### src/rtl/wall_clock_core_pkg.sv
// Shared constants and display helpers for the wall-clock time-of-day engine.
package wall_clock_pkg;

    localparam logic [5:0] SEC_MAX  = 6'd59;
    localparam logic [5:0] MIN_MAX  = 6'd59;
    localparam logic [4:0] HOUR_MAX = 5'd23;

    localparam int BTN_MIN = 0;
    localparam int BTN_HR  = 1;
    localparam int BTN_RUN = 2;
    localparam int NUM_BTN = 3;

    function automatic logic [7:0] binToBcd(input logic [5:0] value);
        return {4'(value / 6'd10), 4'(value % 6'd10)};
    endfunction

    // 12 h mode shows midnight/noon as 12 and folds the afternoon back onto 1..11.
    function automatic logic [4:0] displayHour(input logic [4:0] hour, input logic mode24);
        logic [4:0] result;
        if (mode24)
            result = hour;
        else if (hour == 5'd0)
            result = 5'd12;
        else if (hour > 5'd12)
            result = hour - 5'd12;
        else
            result = hour;
        return result;
    endfunction

endpackage

### src/rtl/wall_clock_core_if.sv
// Button inputs and display outputs between the time engine and its neighbours.
interface wall_clock_core_if;
    import wall_clock_pkg::*;

    logic [NUM_BTN-1:0] button;
    logic [3:0]         hr_l;
    logic [3:0]         hr_r;
    logic [3:0]         min_l;
    logic [3:0]         min_r;
    logic [5:0]         sec;
    logic               colon;
    logic               pm;
    logic               running;

    modport master (
        output button,
        input  hr_l, hr_r, min_l, min_r, sec, colon, pm, running
    );

    modport slave (
        input  button,
        output hr_l, hr_r, min_l, min_r, sec, colon, pm, running
    );

endinterface

### src/rtl/wall_clock_core_button_debouncer.sv
// One button channel: 2-FF synchroniser, stability counter and a pulse on each
// accepted 0->1 transition.
module button_debouncer #(
    parameter int DEBOUNCE_CYCLES = 1000000
) (
    input  logic i_clk,
    input  logic i_rst,
    input  logic i_button,
    output logic o_pulse
);

    localparam int CNT_W = $clog2(DEBOUNCE_CYCLES + 1);

    logic             r_sync1;
    logic             r_sync2;
    logic             r_level;
    logic             r_pulse;
    logic [CNT_W-1:0] r_count;
    logic             w_differs;
    logic             w_accept;

    assign w_differs = (r_sync2 != r_level);
    assign w_accept  = w_differs && (r_count == CNT_W'(DEBOUNCE_CYCLES - 1));

    // Any sample that agrees with the accepted level restarts the stability run.
    always_ff @(posedge i_clk or posedge i_rst) begin
        if (i_rst) begin
            r_sync1 <= 1'b0;
            r_sync2 <= 1'b0;
            r_level <= 1'b0;
            r_pulse <= 1'b0;
            r_count <= '0;
        end else begin
            r_sync1 <= i_button;
            r_sync2 <= r_sync1;
            r_pulse <= w_accept && r_sync2;
            if (w_accept) begin
                r_level <= r_sync2;
                r_count <= '0;
            end else if (w_differs) begin
                r_count <= r_count + 1'b1;
            end else begin
                r_count <= '0;
            end
        end
    end

    assign o_pulse = r_pulse;

endmodule

### src/rtl/wall_clock_core.sv
// Time-of-day engine: 1 Hz prescaler, hh:mm:ss counters, button set/run control
// and BCD decode for the seven-segment driver.
module wall_clock_core
    import wall_clock_pkg::*;
#(
    parameter int CLK_HZ          = 100000000,
    parameter int DEBOUNCE_CYCLES = 1000000,
    parameter int MODE_24H        = 1
) (
    input  logic              CLK100MHZ,
    input  logic              reset,
    wall_clock_core_if.slave  bus
);

    localparam int                 PRESC_W    = (CLK_HZ > 1) ? $clog2(CLK_HZ) : 1;
    localparam logic [PRESC_W-1:0] PRESC_MAX  = PRESC_W'(CLK_HZ - 1);
    localparam logic [PRESC_W-1:0] PRESC_HALF = PRESC_W'(CLK_HZ / 2);
    localparam logic               IS_24H     = (MODE_24H != 0);

    logic [NUM_BTN-1:0] w_btnPulse;
    logic               w_minPulse;
    logic               w_hrPulse;
    logic               w_runPulse;
    logic               w_setPulse;
    logic               w_secTick;
    logic [PRESC_W-1:0] r_presc;
    logic [5:0]         r_sec;
    logic [5:0]         r_min;
    logic [4:0]         r_hour;
    logic               r_running;
    logic [4:0]         w_dispHour;
    logic [7:0]         w_hourBcd;
    logic [7:0]         w_minBcd;

    for (genvar g = 0; g < NUM_BTN; g++) begin : gen_debounce
        button_debouncer #(
            .DEBOUNCE_CYCLES(DEBOUNCE_CYCLES)
        ) u_debouncer (
            .i_clk   (CLK100MHZ),
            .i_rst   (reset),
            .i_button(bus.button[g]),
            .o_pulse (w_btnPulse[g])
        );
    end

    assign w_minPulse = w_btnPulse[BTN_MIN];
    assign w_hrPulse  = w_btnPulse[BTN_HR];
    assign w_runPulse = w_btnPulse[BTN_RUN];
    assign w_setPulse = w_minPulse || w_hrPulse;
    assign w_secTick  = r_running && (r_presc == PRESC_MAX);

    // A minute set restarts the current second so the display lands on :00 cleanly.
    always_ff @(posedge CLK100MHZ or posedge reset) begin
        if (reset)
            r_presc <= '0;
        else if (!r_running || w_minPulse || w_secTick)
            r_presc <= '0;
        else
            r_presc <= r_presc + 1'b1;
    end

    always_ff @(posedge CLK100MHZ or posedge reset) begin
        if (reset)
            r_running <= 1'b1;
        else if (w_runPulse)
            r_running <= ~r_running;
    end

    // Set pulses win over a coincident tick; the tick and its carries are dropped.
    always_ff @(posedge CLK100MHZ or posedge reset) begin
        if (reset) begin
            r_sec  <= '0;
            r_min  <= '0;
            r_hour <= '0;
        end else if (w_setPulse) begin
            if (w_minPulse) begin
                r_min <= (r_min == MIN_MAX) ? '0 : r_min + 1'b1;
                r_sec <= '0;
            end
            if (w_hrPulse)
                r_hour <= (r_hour == HOUR_MAX) ? '0 : r_hour + 1'b1;
        end else if (w_secTick) begin
            if (r_sec == SEC_MAX) begin
                r_sec <= '0;
                if (r_min == MIN_MAX) begin
                    r_min  <= '0;
                    r_hour <= (r_hour == HOUR_MAX) ? '0 : r_hour + 1'b1;
                end else begin
                    r_min <= r_min + 1'b1;
                end
            end else begin
                r_sec <= r_sec + 1'b1;
            end
        end
    end

    assign w_dispHour  = displayHour(r_hour, IS_24H);
    assign w_hourBcd   = binToBcd({1'b0, w_dispHour});
    assign w_minBcd    = binToBcd(r_min);

    assign bus.hr_l    = w_hourBcd[7:4];
    assign bus.hr_r    = w_hourBcd[3:0];
    assign bus.min_l   = w_minBcd[7:4];
    assign bus.min_r   = w_minBcd[3:0];
    assign bus.sec     = r_sec;
    assign bus.colon   = !r_running || (r_presc < PRESC_HALF);
    assign bus.pm      = !IS_24H && (r_hour >= 5'd12);
    assign bus.running = r_running;

endmodule

### src/flat_wrapper.sv
// flat-port wrapper written by rule: the top's interface ports become plain ports
module wall_clock_core_flat import wall_clock_pkg::*;
#(
    parameter int CLK_HZ          = 100000000,
    parameter int DEBOUNCE_CYCLES = 1000000,
    parameter int MODE_24H        = 1
)
  (CLK100MHZ, reset, bus_button, bus_hr_l, bus_hr_r, bus_min_l, bus_min_r, bus_sec, bus_colon, bus_pm, bus_running);
  wall_clock_core_if bus_i ();
  input  logic CLK100MHZ;
  input  logic reset;
  input wire logic [$bits(bus_i.button)-1:0] bus_button;
  output wire logic [$bits(bus_i.hr_l)-1:0] bus_hr_l;
  output wire logic [$bits(bus_i.hr_r)-1:0] bus_hr_r;
  output wire logic [$bits(bus_i.min_l)-1:0] bus_min_l;
  output wire logic [$bits(bus_i.min_r)-1:0] bus_min_r;
  output wire logic [$bits(bus_i.sec)-1:0] bus_sec;
  output wire logic [$bits(bus_i.colon)-1:0] bus_colon;
  output wire logic [$bits(bus_i.pm)-1:0] bus_pm;
  output wire logic [$bits(bus_i.running)-1:0] bus_running;
  assign bus_i.button = bus_button;
  assign bus_hr_l = bus_i.hr_l;
  assign bus_hr_r = bus_i.hr_r;
  assign bus_min_l = bus_i.min_l;
  assign bus_min_r = bus_i.min_r;
  assign bus_sec = bus_i.sec;
  assign bus_colon = bus_i.colon;
  assign bus_pm = bus_i.pm;
  assign bus_running = bus_i.running;
  wall_clock_core #(.CLK_HZ(CLK_HZ), .DEBOUNCE_CYCLES(DEBOUNCE_CYCLES), .MODE_24H(MODE_24H)) u_core (.CLK100MHZ(CLK100MHZ), .reset(reset), .bus(bus_i));
endmodule
### config.mk
export PLATFORM = sky130hd
export DESIGN_NAME = wall_clock_core_flat
export DESIGN_NICKNAME = d
export VERILOG_FILES = /design/src/rtl/wall_clock_core_pkg.sv /design/src/rtl/wall_clock_core_if.sv /design/src/rtl/wall_clock_core_button_debouncer.sv /design/src/rtl/wall_clock_core.sv /design/src/flat_wrapper.sv
export SDC_FILE = /design/constraint.sdc
export NUM_CORES = 1
export LEC_CHECK = 0
export ABC_AREA = 0
export ABC_CLOCK_PERIOD_IN_PS = 2410
export BUFFER_PORTS_ARGS = -buffer_cell sky130_fd_sc_hd__buf_4
export CELL_PAD_IN_SITES_DETAIL_PLACEMENT = 0
export CELL_PAD_IN_SITES_GLOBAL_PLACEMENT = 1
export CORE_MARGIN = 2
export CORE_UTILIZATION = 51
export CTS_BUF_LIST = sky130_fd_sc_hd__clkbuf_8
export CTS_CLUSTER_DIAMETER = 50
export CTS_CLUSTER_SIZE = 10
export DETAILED_ROUTE_END_ITERATION = 8
export PLACE_DENSITY_LB_ADDON = 0.1
export SYNTH_ARGS = -nofsm -noshare
export SYNTH_HDL_FRONTEND = slang
export SYNTH_HIERARCHICAL = 1
export SYNTH_SLANG_ARGS = --single-unit
### constraint.sdc
create_clock -name CLK100MHZ -period 2.41 [get_ports CLK100MHZ]
set_input_delay 0.241 -clock CLK100MHZ [delete_from_list [all_inputs] [get_ports CLK100MHZ]]
set_output_delay 0.241 -clock CLK100MHZ [all_outputs]
set_load 0.01 [all_outputs]
# Word-level counts from Yosys, hierarchy flattened
# Index checks and enable logic that the tools add are counted.
[totals]
ff_bits = 117
latchBits = 0
mem_bits_rw = 0
rom_bits = 0
inputBits = 5
mem_count = 0
[op_classes]
addsub = 7
mul = 0
div = 4
order_cmp = 1
n_eq_ne = 12
shifts = 0
muxes = 22
n_bitwise = 1
n_reduce_logical = 18
[op_table]
columns = ["operator", "n"]
rows = [
  ["2-to-1 mux 20 bit", 6],
  ["adder 20 x 1 -> 20 bit (second input constant)", 3],
  ["equality test 20 bit (second input constant)", 3],
  ["2-to-1 mux 6 bit", 9],
  ["2-to-1 mux 5 bit", 6],
  ["adder 27 x 1 -> 27 bit (second input constant)", 1],
  ["equality test 27 bit (second input constant)", 1],
  ["< comparator 27 x 26 -> 1 bit (second input constant)", 1],
  ["2-to-1 mux 27 bit", 1],
  ["adder 6 x 1 -> 6 bit (second input constant)", 2],
  ["equality test 6 bit (second input constant)", 2],
  ["logical AND 1 bit", 7],
  ["divider 5 x 4 -> 6 bit (second input constant)", 1],
  ["divider 6 x 4 -> 6 bit (second input constant)", 1],
  ["remainder unit 5 x 4 -> 6 bit (second input constant)", 1],
  ["remainder unit 6 x 4 -> 6 bit (second input constant)", 1],
  ["nonzero test 2 bit", 3],
  ["adder 5 x 1 -> 5 bit (second input constant)", 1],
  ["equality test 5 bit (second input constant)", 1],
  ["logical OR 1 bit", 4],
  ["inequality test 2 bit (second input constant)", 2],
  ["AND reduction 4 bit", 1],
  ["inequality test 1 bit", 3],
  ["AND reduction 3 bit", 1],
  ["other kinds (3)", 3],
]

# Depth between registers and ports, before layout
# Gate-level depths: netlist (run 1).
[depth]
ltp_word = 6
ltp_mapped = 8
mapped_depth_nobuf = 7

# By module
# Netlist (run 1), hierarchy kept.
[by_module_without_submodules]
columns = ["mod", "instances", "cells_each", "area_per_inst_um2", "seq_area_each_um2"]
rows = [
  ["button_debouncer", 3, 109, 1146.1, 600.6],
  ["wall_clock_core", 1, 292, 2815.2, 1127.3],
]

# Least setup slack after synthesis (run 1)
# OpenSTA, ideal clock, no wires.
[synth_timing]
kind = "reg2reg"
from = "register u_core.r_sec[0], in the netlist u_core/bus.sec[0]"
to = "register u_core.r_min[2]"
arrival_time_ns = 1.881
slack_ns = 0.404
stages_incl_launch_ff = 7
path_buffers = 0
path_cell_list = "dfrtp_1 > ha_1 > nand2_1 > or4_1 > o31a_1 > nand2b_4 > mux2_4"
[synth_via]
elab_chain_len = 3
[synth_rtl]
columns = ["element", "line", "rtl"]
rows = [
  ["from (decl)", "wall_clock_core.sv:27", "logic [5:0] r_sec;"],
  ["from (signal assigned)", "wall_clock_core.sv:92", "r_sec <= r_sec + 1'b1;"],
  ["equality test 6 bit", "wall_clock_core.sv:83", "if (r_sec == SEC_MAX) begin"],
  ["nonzero test 2 bit (no source line)", "-", ""],
  ["AND reduction 3 bit (no source line)", "-", ""],
  ["to (signal assigned)", "wall_clock_core.sv:77", "r_min <= (r_min == MIN_MAX) ? '0 : r_min + 1'b1;"],
  ["to (signal assigned)", "wall_clock_core.sv:89", "r_min <= r_min + 1'b1;"],
  ["to (decl)", "wall_clock_core.sv:28", "logic [5:0] r_min;"],
]
# No other way between the ends.
# A chain may end at the register's enable or synchronous reset.

# Final worst setup path (run 1)
[layout_timing]
from = "register u_core.r_min[3]"
to = "output bus_min_r[3]"
[layout_via]
elab_chain_len = 1
[layout_rtl]
columns = ["element", "line", "rtl"]
rows = [
  ["remainder unit 6 x 4 -> 6 bit", "wall_clock_core_pkg.sv:14", "return {4'(value / 6'd10), 4'(value % 6'd10)};"],
  ["to (decl)", "flat_wrapper.sv:16", "output wire logic [$bits(bus_i.min_r)-1:0] bus_min_r;"],
]
# No other way between the ends.

==> results of run 1 <==
[flip-flops by register name, indices dropped and copies added (netlist names)]
register                                 cells
u_core/gen_debounce.u_debouncer/r_count     60
u_core/r_presc                              27
u_core/bus.sec                               6
u_core/r_min                                 6
u_core/r_hour                                5
u_core/gen_debounce.u_debouncer/o_pulse      3
u_core/gen_debounce.u_debouncer/r_level      3
u_core/gen_debounce.u_debouncer/r_sync1      3
u_core/gen_debounce.u_debouncer/r_sync2      3
u_core/bus.running                           1
[worst max-delay path: stages, from the launching register on]
cell	delay, ns
dfrtp_2	0.44
buf_6	0.13
and3b_1	0.21
nor3_2	0.05
o41ai_2	0.20
buf_4	0.18
nor2_2	0.04
xor2_1	0.14
buf_4	0.15
[metal layers]
layer,global-route usage,vias up
met4,0.0675,0
li1,-,2285
met2,0.308,48
met1,0.283,2252
met3,0.0638,12
met5,0,-
[Yosys cell counts (13+ instances only)]
master	number
nand2_1	34
ha_1	13
nand3_1	26
a21oi_1	24
o21ai_0	30
inv_1	16
or3_1	19
dfrtp_1	116
nand4_1	26
xnor2_1	27
nor2_1	85
xor2_1	44
and3_1	16
[stage by stage]
stage               cell area, sq um   util  total power (W)  worst slack [ns]
floorplan                       6260      -          0.00210             0.404
CTS                             7080  0.589          0.00409           0.00845
global route                    7120  0.593          0.00421           0.00982
detailed placement              6590  0.549          0.00213             0.284
finish                          7120  0.593          0.00403             0.179
global placement                6590  0.549          0.00213             0.348
[power breakdown]
| part | internal, W | switching, W |
|---|---|---|
| sequential | 0.00198 | 0.0000158 |
| clock | 0.00116 | 0.000769 |
| combinational | 0.0000300 | 0.0000693 |
| total | 0.00317 | 0.000854 |
[kinds of logic after synthesis]
logic type / after synthesis
AO/OA/AOI/OAI: 82
XOR/XNOR: 71
adder cells (fa/ha/maj): 13
buffers and inverters: 34
flip-flops: 117
multiplexers: 14
other: 1
AND/OR/NAND/NOR: 287
[layout by cell type (no fill, tap or decap), types with 4 or more instances in the layout]
cell | synthesis | final
dfrtp_1 | 116 | 113
nor2_1 | 85 | 84
xor2_1 | 44 | 44
buf_4 | 6 | 35
nand2_1 | 34 | 34
o21ai_0 | 30 | 28
xnor2_1 | 27 | 27
nand4_1 | 26 | 26
nand3_1 | 26 | 26
a21oi_1 | 24 | 24
clkbuf_8 | 0 | 19
inv_1 | 16 | 19
or3_1 | 19 | 19
and3_1 | 16 | 16
ha_1 | 13 | 12
nor2b_1 | 11 | 11
nor3_1 | 11 | 10
mux2i_1 | 7 | 7
mux2_2 | 6 | 6
nand4_2 | 6 | 6
nor3b_1 | 5 | 5
nand2b_1 | 6 | 5
bufinv_16 | 0 | 4
dlygate4sd3_1 | 0 | 4
nand4b_1 | 4 | 4
nor4_4 | 4 | 4
a41o_1 | 4 | 4
conb_1 | 1 | 4
[cell type report]
class                      count  share of cell area
multi-input combinational    471               0.450
sequential                   117               0.412
timing repair buffer          40              0.0441
clock buffer                  19              0.0367
tap                          147              0.0258
clock inverter                13              0.0232
inverter                      16             0.00844
[worst max path at each step]
| stage | end | slack, ns | cells past startpoint |
|---|---|---|---|
| 6_report | bus_min_r[3] | 0.18 | 8 |
| 4_1_cts | bus_min_r[3] | 0.008 | 7 |
| 3_3_place_gp | u_core/r_hour[3] | 0.35 | 6 |
| 3_5_place_dp | u_core/r_min[2] | 0.28 | 6 |
| 5_1_grt | bus_min_r[2] | 0.01 | 7 |
| 2_1_floorplan | u_core/r_min[2] | 0.40 | 6 |
[repair_timing]
item                                    4_1_cts  5_1_grt
gates resized for setup                       1       11
hold buffers                                  4        0
setup buffers                                 3        1
endpoints found under the setup margin        2        3
hold endpoints to repair                     17        0
==> run_results.csv, run 1 <==
group,metric,value,unit
status,status,"finished, final reports clean",
clock_tree,cts_tree,"done",
detailed_routing,ant_nets,0,
global_routing,grt_max_degree,32,
yosys,ys_types,62,
yosys,synthTopCellsByArea,"dfrtp_1 46%, xor2_1 6.2%, nor2_1 5.1%",
floorplanning,die_area,13200,sq um
yosys,synth_cells,619,
finish,syn_to_final_growth,13.8,%
global_routing,antenna_found_initial,0,
yosys,synth_fa_ha_area_frac,0.0260,
detailed_routing,viasPerCell,5.59,
yosys,synth_compound_area_frac,0.0862,
yosys,yosysTopAreaCell,"dfrtp_1",
yosys,ys_seq_elements,117,
power_and_ir_drop,ir_worst_vdd,403,uV
detailed_routing,drc_errors,0,
clock_tree,cts_root_buf,"clkbuf_8",
timing,period_share,0.926,
clock_tree,cts_buffers,17,
timing,finClkSkew,0.00959,ns
finish,seq_area,2930,sq um
yosys,yosys.area_share.simple,0.270,
timing,relSlewSlack,0.379,
timing,setup_violations,0,
global_routing,grt_pass1_vias,4416,
timing,fmax,0.448,GHz
detailed_routing,wl_met2,5530,um
detailed_routing,m1WireLength,5880,um
worst_setup_path,crit_required,2.17,ns
worst_setup_path,rr_worst_depth,6,
timing,hold_violations,0,
clock_tree,clkLatencyLatePin,0.44,ns
timing,rsz0062_at_grt,"no",
worst_setup_path,crit_path_end_kind,"output port",
finish,multi_input_area,3200,sq um
clock_tree,cts.path.max_buffers,2,
clock_tree,htree_levels,4,
detailed_routing,top_layer,"met4",
clock_tree,clock-sinks,117,
worst_setup_path,rr_endpoint,"u_core/r_min[2]",
global_routing,grt_pass1_wl,21300,um
yosys,muxShareOfSynthArea,0.0244,
detailed_routing,wl_met3,370,um
finish,diodes,0,
detailed_routing,dr.pass1.iters,4,
detailed_routing,drt_iter0_drc,283,
timing,slew_violations,0,
clock_tree,clk_pin_slew,0.07,ns
worst_setup_path,cp.arrival,1.99,ns
placed_design,hpwl,8210,um
timing,hold_slack,0.343,ns
yosys,synthXorXnorAreaFrac,0.0994,
floorplanning,start_util,0.521,
power_and_ir_drop,power.leakage,3.17,nW
floorplanning,die_h,115,um
placed_design,gp_congestion,0.826,
yosys,synth_area,6250,sq um
yosys,synth_seq_area_share,0.468,
power_and_ir_drop,power_density,565,nW/um^2
global_routing,grt_overflow,0,
worst_setup_path,reg2reg_from,"u_core/bus.sec[0]",
placed_design,port_buffers,25,
placed_design,placedCellCount,783,
worst_setup_path,crit_path_start,"u_core/r_min[3]",
timing,fin_tns_setup,0,ns
floorplanning,num_io_pins,30,
finish,drive_gt1_frac,0.167,
yosys,synth.top_cell.area_share,0.464,
worst_setup_path,crit_type,"reg2out",
timing,tightest_slew,0.931,ns
yosys,synth_edf_count,0,
floorplanning,core_area,12000,sq um
yosys,synth-main-ff-cell,"dfrtp_1",
worst_setup_path,path_max_fanout,5,
yosys,avgSynthCellArea,10.1,sq um
worst_setup_path,cp-start-kind,"flop",
floorplanning,dieWidth,115,um
worst_setup_path,r2r_slack,0.25,ns
job,drv_cap,0,
finish,nFillCells,1024,
yosys,ys_warn_count,6,
floorplanning,num_rows,40,
detailed_routing,via_count,4597,
hold_path,hold_class,"in2async",
detailed_routing,finalWirelength,11900,um
yosys,synth-async-reset-ratio,1.00,
timing,min_period,2.23,ns
finish,finalNetCount,681,
detailed_routing,wl_per_cell,14.5,um
yosys,synth_top_family_by_area,"simple AND/OR/NAND/NOR gates",
finish,fin_cells,823,
global_routing,grt_usage,0.204,
Note: power is estimated with default switching activity, not from simulation.
==> run 2: changes to the inputs <==
ABC_CLOCK_PERIOD_IN_PS = 2600   (was 2410)
CORE_UTILIZATION = 54   (was 51)
clock period = 2.6 ns   (was 2.41 ns; I/O delays follow)
==> run 2 against run 1 <==
Compared with the run above:
- wire length down 0.79%
- critical endpoint unchanged
- sequential cell count unchanged
- power down 9.6%
- register-to-register slack better by 0.24 ns
- via count down 0.59%
==> run_results.csv, run 2 (synthesis gave the netlist of run 1 again) <==
group,metric,value,unit
worst_setup_path,cp.arrival,2.13,ns
power_and_ir_drop,ir_worst_vdd,570,uV
floorplanning,core_area,11400,sq um
worst_setup_path,slowest_stage,"dfrtp_2",
detailed_routing,viasPerCell,5.61,
worst_setup_path,path_max_fanout,14,
floorplanning,num_io_pins,30,
worst_setup_path,crit_required,2.34,ns
clock_tree,cts.path.max_buffers,2,
worst_setup_path,cpPeakStageDelay,0.49,ns
finish,layout_commonest_cell,"dfrtp_1",
timing,min_period,2.39,ns
detailed_routing,ant_nets,0,
hold_path,hold_class,"reg2reg",
clock_tree,cts_setup_buffers,0,
job,drv_cap,0,
power_and_ir_drop,power_density,517,nW/um^2
status,status,"finished, final reports clean",
timing,relSlewSlack,0.387,
clock_tree,clock-sinks,117,
clock_tree,clkLatencyLatePin,0.43,ns
finish,regMostFlops,"u_core/gen_debounce.u_debouncer/r_count",
worst_setup_path,crit_path_cell_trace,"nand2b_1, xnor2_1, nand2_1, o21ai_0, ha_1, nor2_1, xor2_1, buf_4",
detailed_routing,drt_iter0_drc,269,
timing,setup_violations,0,
global_routing,grt_pass1_vias,4609,
timing,slew_violations,0,
detailed_routing,wl_per_cell,14.5,um
placed_design,hpwl,8140,um
floorplanning,num_rows,39,
worst_setup_path,cp-start-kind,"flop",
finish,diodes,0,
timing,rsz0062_at_grt,"no",
floorplanning,die_area,12500,sq um
finish,layout_common_cells,"115 x dfrtp_1, 85 x nor2_1, 44 x xor2_1",
placed_design,port_buffers,25,
worst_setup_path,crit_path_end_kind,"output port",
clock_tree,cts_buffers,17,
finish,largest_register_ffs,60,
clock_tree,clk_pin_slew,0.07,ns
global_routing,grt_pass1_wl,21300,um
global_routing,grt_max_degree,27,
timing,period_share,0.918,
clock_tree,cts_root_buf,"clkbuf_8",
worst_setup_path,r2r_slack,0.49,ns
timing,fmax,0.419,GHz
placed_design,gp_congestion,0.784,
detailed_routing,via_count,4570,
timing,fin_tns_setup,0,ns
detailed_routing,finalWirelength,11800,um
timing,tightest_slew,0.918,ns
clock_tree,htree_levels,4,
detailed_routing,drc_errors,0,
global_routing,grt_usage,0.208,
power_and_ir_drop,power.leakage,3.11,nW
finish,final_area,7030,sq um
detailed_routing,dr.pass1.iters,4,
clock_tree,cts_tree,"done",
global_routing,grt_overflow,0,
finish,syn_to_final_growth,12.4,%
finish,finalNetCount,676,
placed_design,placed_area,6580,sq um
floorplanning,die_h,112,um
floorplanning,dieWidth,112,um
floorplanning,start_util,0.550,
timing,finClkSkew,0.0124,ns
global_routing,antenna_found_initial,0,
finish,drive_gt1_frac,0.155,
worst_setup_path,crit_type,"reg2out",
finish,top_regs,"u_core/gen_debounce.u_debouncer/r_count (60), u_core/r_presc (27)",
timing,hold_violations,0,
## run 2: layer usage
metal / share of wire / vias to the layer above / track usage
li1: - / 2261 / -
met1: 0.48 / 2237 / 0.280
met2: 0.48 / 54 / 0.330
met3: 0.026 / 18 / 0.0544
met4: 0.012 / 0 / 0.0708
met5: 0 / - / 0
## run 2: worst max-delay path, delay by kind of cell, from the launching register on
| kind | cells | cell delay [ns] |
|---|---|---|
| AOI/OAI and AO/OA | 1 | 0.11 |
| xor gates and xnor gates | 2 | 0.31 |
| adders and majority gates | 1 | 0.21 |
| buffers and inverters | 1 | 0.14 |
| DFF | 1 | 0.49 |
| and+or+nand+nor | 3 | 0.43 |
## run 2: area by class of cell
cell class	count	area (sq um)
fillers	957	4340
multi-input cells	471	3180
inverters	16	60.1
well taps	143	179
clock buffers	21	289
clock inverters	11	124
repair buffers	35	273
flip-flops and latches	117	2930
## run 2: metrics by stage
step                instances  worst slack (ns)  hold WS, ns  total power [W]   util
floorplan                 622             0.594        0.275          0.00195      -
global placement          778             0.513        0.334          0.00197  0.579
detailed placement        778             0.494        0.335          0.00198  0.579
CTS                       814             0.118        0.351          0.00370  0.618
global route              814            0.0122        0.353          0.00379  0.618
finish                    814             0.214        0.350          0.00364  0.618
## run 2: final timing paths
path | startpoint | end | cells past startpoint
setup / recovery | u_core/r_min[3] | bus_min_r[3] | 8
hold / removal | u_core/gen_debounce[2].u_debouncer/r_sync1 | u_core/gen_debounce[2].u_debouncer/r_sync2 | 0
setup reg to reg | u_core/r_min[1] | u_core/r_hour[3] | 6
hold reg to reg | u_core/gen_debounce[2].u_debouncer/r_sync1 | u_core/gen_debounce[2].u_debouncer/r_sync2 | 0
max in group asynchronous | reset | u_core/r_min[3] | 4
min in group asynchronous | reset | u_core/r_presc[0] | 3
## run 2: what timing repair did
item	in CTS	in global routing
hold endpoints to repair	22	0
hold buffers	4	0
gates resized for setup	0	1
endpoints found under the setup margin	0	2
## run 2: power breakdown
part	total, W	internal (W)	switching, W	leakage, nW
clock network	0.00170	0.000951	0.000744	0.192
registers	0.00185	0.00184	0.0000147	1.61
logic	0.0000918	0.0000270	0.0000647	1.31
total	0.00364	0.00281	0.000823	3.11
==> run 3: changes to the inputs <==
CORE_MARGIN = 1.5   (was 2)
==> run 3 against run 2 <==
Compared with the run above:
- clock power up 6%
- worst hold slack got worse by 0.32 ns
- combinational power decreased by 2.6%
- cell area grew 0.11%
- global-route usage up 0.21 points
- worst setup slack worse by 0.032 ns
- critical endpoint unchanged
- cell count down 0.25%
- sequential share of layout area about the same
- non-clock buffer count is 2 lower
- register-to-register slack is essentially flat
- sequential cell count unchanged
- wire length fell by 0.41%
==> run_results.csv, run 3 (synthesis gave the netlist of run 1 again) <==
group,metric,value,unit
timing,hold_slack,0.0315,ns
global_routing,grt_pass1_vias,4439,
timing,fin_tns_setup,0,ns
timing,slew_violations,0,
detailed_routing,finalWirelength,11800,um
clock_tree,clkLatencyLatePin,0.45,ns
timing,min_period,2.42,ns
global_routing,use_met2,0.325,
finish,drive_gt1_frac,0.154,
hold_path,hold_class,"in2async",
worst_setup_path,rr_worst_depth,6,
worst_setup_path,cp-endpoint,"bus_min_r[3]",
global_routing,grt_pass1_wl,20900,um
status,status,"finished, final reports clean",
finish,final_area,7040,sq um
clock_tree,cts_buffers,17,
placed_design,placed_area,6570,sq um
floorplanning,dieWidth,111,um
timing,fmax,0.414,GHz
global_routing,grt_usage,0.210,
placed_design,gp_congestion,0.796,
detailed_routing,drt_iter0_drc,296,
detailed_routing,wl_per_cell,14.5,um
clock_tree,cts.path.max_buffers,2,
placed_design,pre_cts_slack,0.495,ns
worst_setup_path,rr_endpoint,"u_core/r_min[2]",
floorplanning,core_area,11400,sq um
clock_tree,cts_tree,"done",
clock_tree,clk_pin_slew,0.08,ns
worst_setup_path,crit_path_end_kind,"output port",
worst_setup_path,crit_path_start,"u_core/r_min[3]",
worst_setup_path,crit_required,2.34,ns
global_routing,antenna_found_initial,0,
timing,setup_violations,0,
global_routing,use_met1,0.286,
timing,period_share,0.930,
power_and_ir_drop,power_density,532,nW/um^2
global_routing,grt_max_degree,46,
floorplanning,die_h,111,um
timing,tightest_slew,0.926,ns
placed_design,port_buffers,25,
detailed_routing,via_count,4513,
worst_setup_path,reg2reg_from,"u_core/bus.sec[1]",
timing,rsz0062_at_grt,"no",
global_routing,gr-max-usage-layer,"met2",
floorplanning,start_util,0.550,
power_and_ir_drop,power.leakage,3.12,nW
worst_setup_path,cp-start-kind,"flop",
floorplanning,num_rows,39,
clock_tree,cts_setup_buffers,0,
finish,top_regs,"u_core/gen_debounce.u_debouncer/r_count (60), u_core/r_presc (27)",
worst_setup_path,cp.arrival,2.16,ns
global_routing,met3_usage,0.0521,
finish,largest_register_ffs,60,
finish,finalNetCount,674,
detailed_routing,ant_nets,0,
timing,relSlewSlack,0.382,
worst_setup_path,path_max_fanout,14,
job,drv_cap,0,
placed_design,hpwl,8010,um
finish,diodes,0,
timing,hold_violations,0,
global_routing,grt_overflow,0,
detailed_routing,drc_errors,0,
worst_setup_path,crit_type,"reg2out",
floorplanning,die_area,12200,sq um
finish,layout_common_cells,"115 x dfrtp_1, 85 x nor2_1, 44 x xor2_1",
power_and_ir_drop,ir_worst_vdd,417,uV
clock_tree,htree_levels,4,
floorplanning,num_io_pins,30,
detailed_routing,viasPerCell,5.56,
detailed_routing,dr.pass1.iters,4,
finish,layout_commonest_cell,"dfrtp_1",
timing,fin_ws,0.182,ns
clock_tree,clock-sinks,117,
clock_tree,cts_root_buf,"clkbuf_8",
finish,syn_to_final_growth,12.6,%
finish,regMostFlops,"u_core/gen_debounce.u_debouncer/r_count",
worst_setup_path,r2r_slack,0.48,ns
timing,finClkSkew,0.0194,ns
-- run 3: cell count changes in the layout (fill, tap and decap cells not counted) --
cell	delta
buf_4	-1
bufinv_16	+1
clkinv_1	-1
clkinv_2	-2
clkinv_4	+1
clkinvlp_4	-1
dlygate4sd3_1	-1
inv_1	+1
inv_2	+1
-- run 3: through the flow --
stage	cells	util	power, W
6_report	812	0.619	0.00374
3_3_place_gp	777	0.578	0.00197
4_1_cts	812	0.619	0.00379
3_5_place_dp	777	0.578	0.00197
2_1_floorplan	622	-	0.00195
5_1_grt	812	0.619	0.00387
-- run 3: worst min path at each step --
stage	from	slack [ns]	cells past startpoint	end
4_1_cts	reset	0.04	2	u_core/gen_debounce[1].u_debouncer/r_level
3_3_place_gp	u_core/gen_debounce[2].u_debouncer/r_sync1	0.34	0	u_core/gen_debounce[2].u_debouncer/r_sync2
5_1_grt	reset	0.10	2	u_core/gen_debounce[1].u_debouncer/r_level
2_1_floorplan	reset	0.27	1	u_core/gen_debounce[0].u_debouncer/o_pulse
6_report	reset	0.03	2	u_core/gen_debounce[1].u_debouncer/r_level
3_5_place_dp	u_core/gen_debounce[2].u_debouncer/r_sync1	0.34	0	u_core/gen_debounce[2].u_debouncer/r_sync2
-- run 3: timing repair --
action	in CTS	in global routing
endpoints found under the hold margin	3	0
gates resized for setup	0	1
hold buffers	3	0
endpoints found under the setup margin	0	2
-- run 3: layer usage --
layer	wire length [um]	share of wire	up-vias
met5	0	0	-
met4	138	0.012	0
met3	307	0.026	12
met2	5530	0.47	48
met1	5780	0.49	2176
li1	-	-	2277
-- run 3: power by group --
part           internal (W)   total, W  switching, W
sequential          0.00184    0.00185     0.0000148
clock               0.00105    0.00180      0.000752
combinational     0.0000249  0.0000894     0.0000644
total               0.00291    0.00374      0.000831
-- run 3: worst max-delay path, cell delays in order (launching register included) --
cell	delay [ns]
dfrtp_2	0.49
nand2b_1	0.24
xnor2_1	0.16
nand2_1	0.07
o21ai_0	0.12
ha_1	0.22
nor2_1	0.12
xor2_1	0.15
buf_4	0.14
-- run 3: cell type report --
class                      instances  area [sq um]
clock inverter                    11           149
inverter                          16          60.1
multi-input combinational        471          3180
timing repair buffer              33           255
clock buffer                      21           289
sequential                       117          2930
fill                             968          4330
tap                              143           179
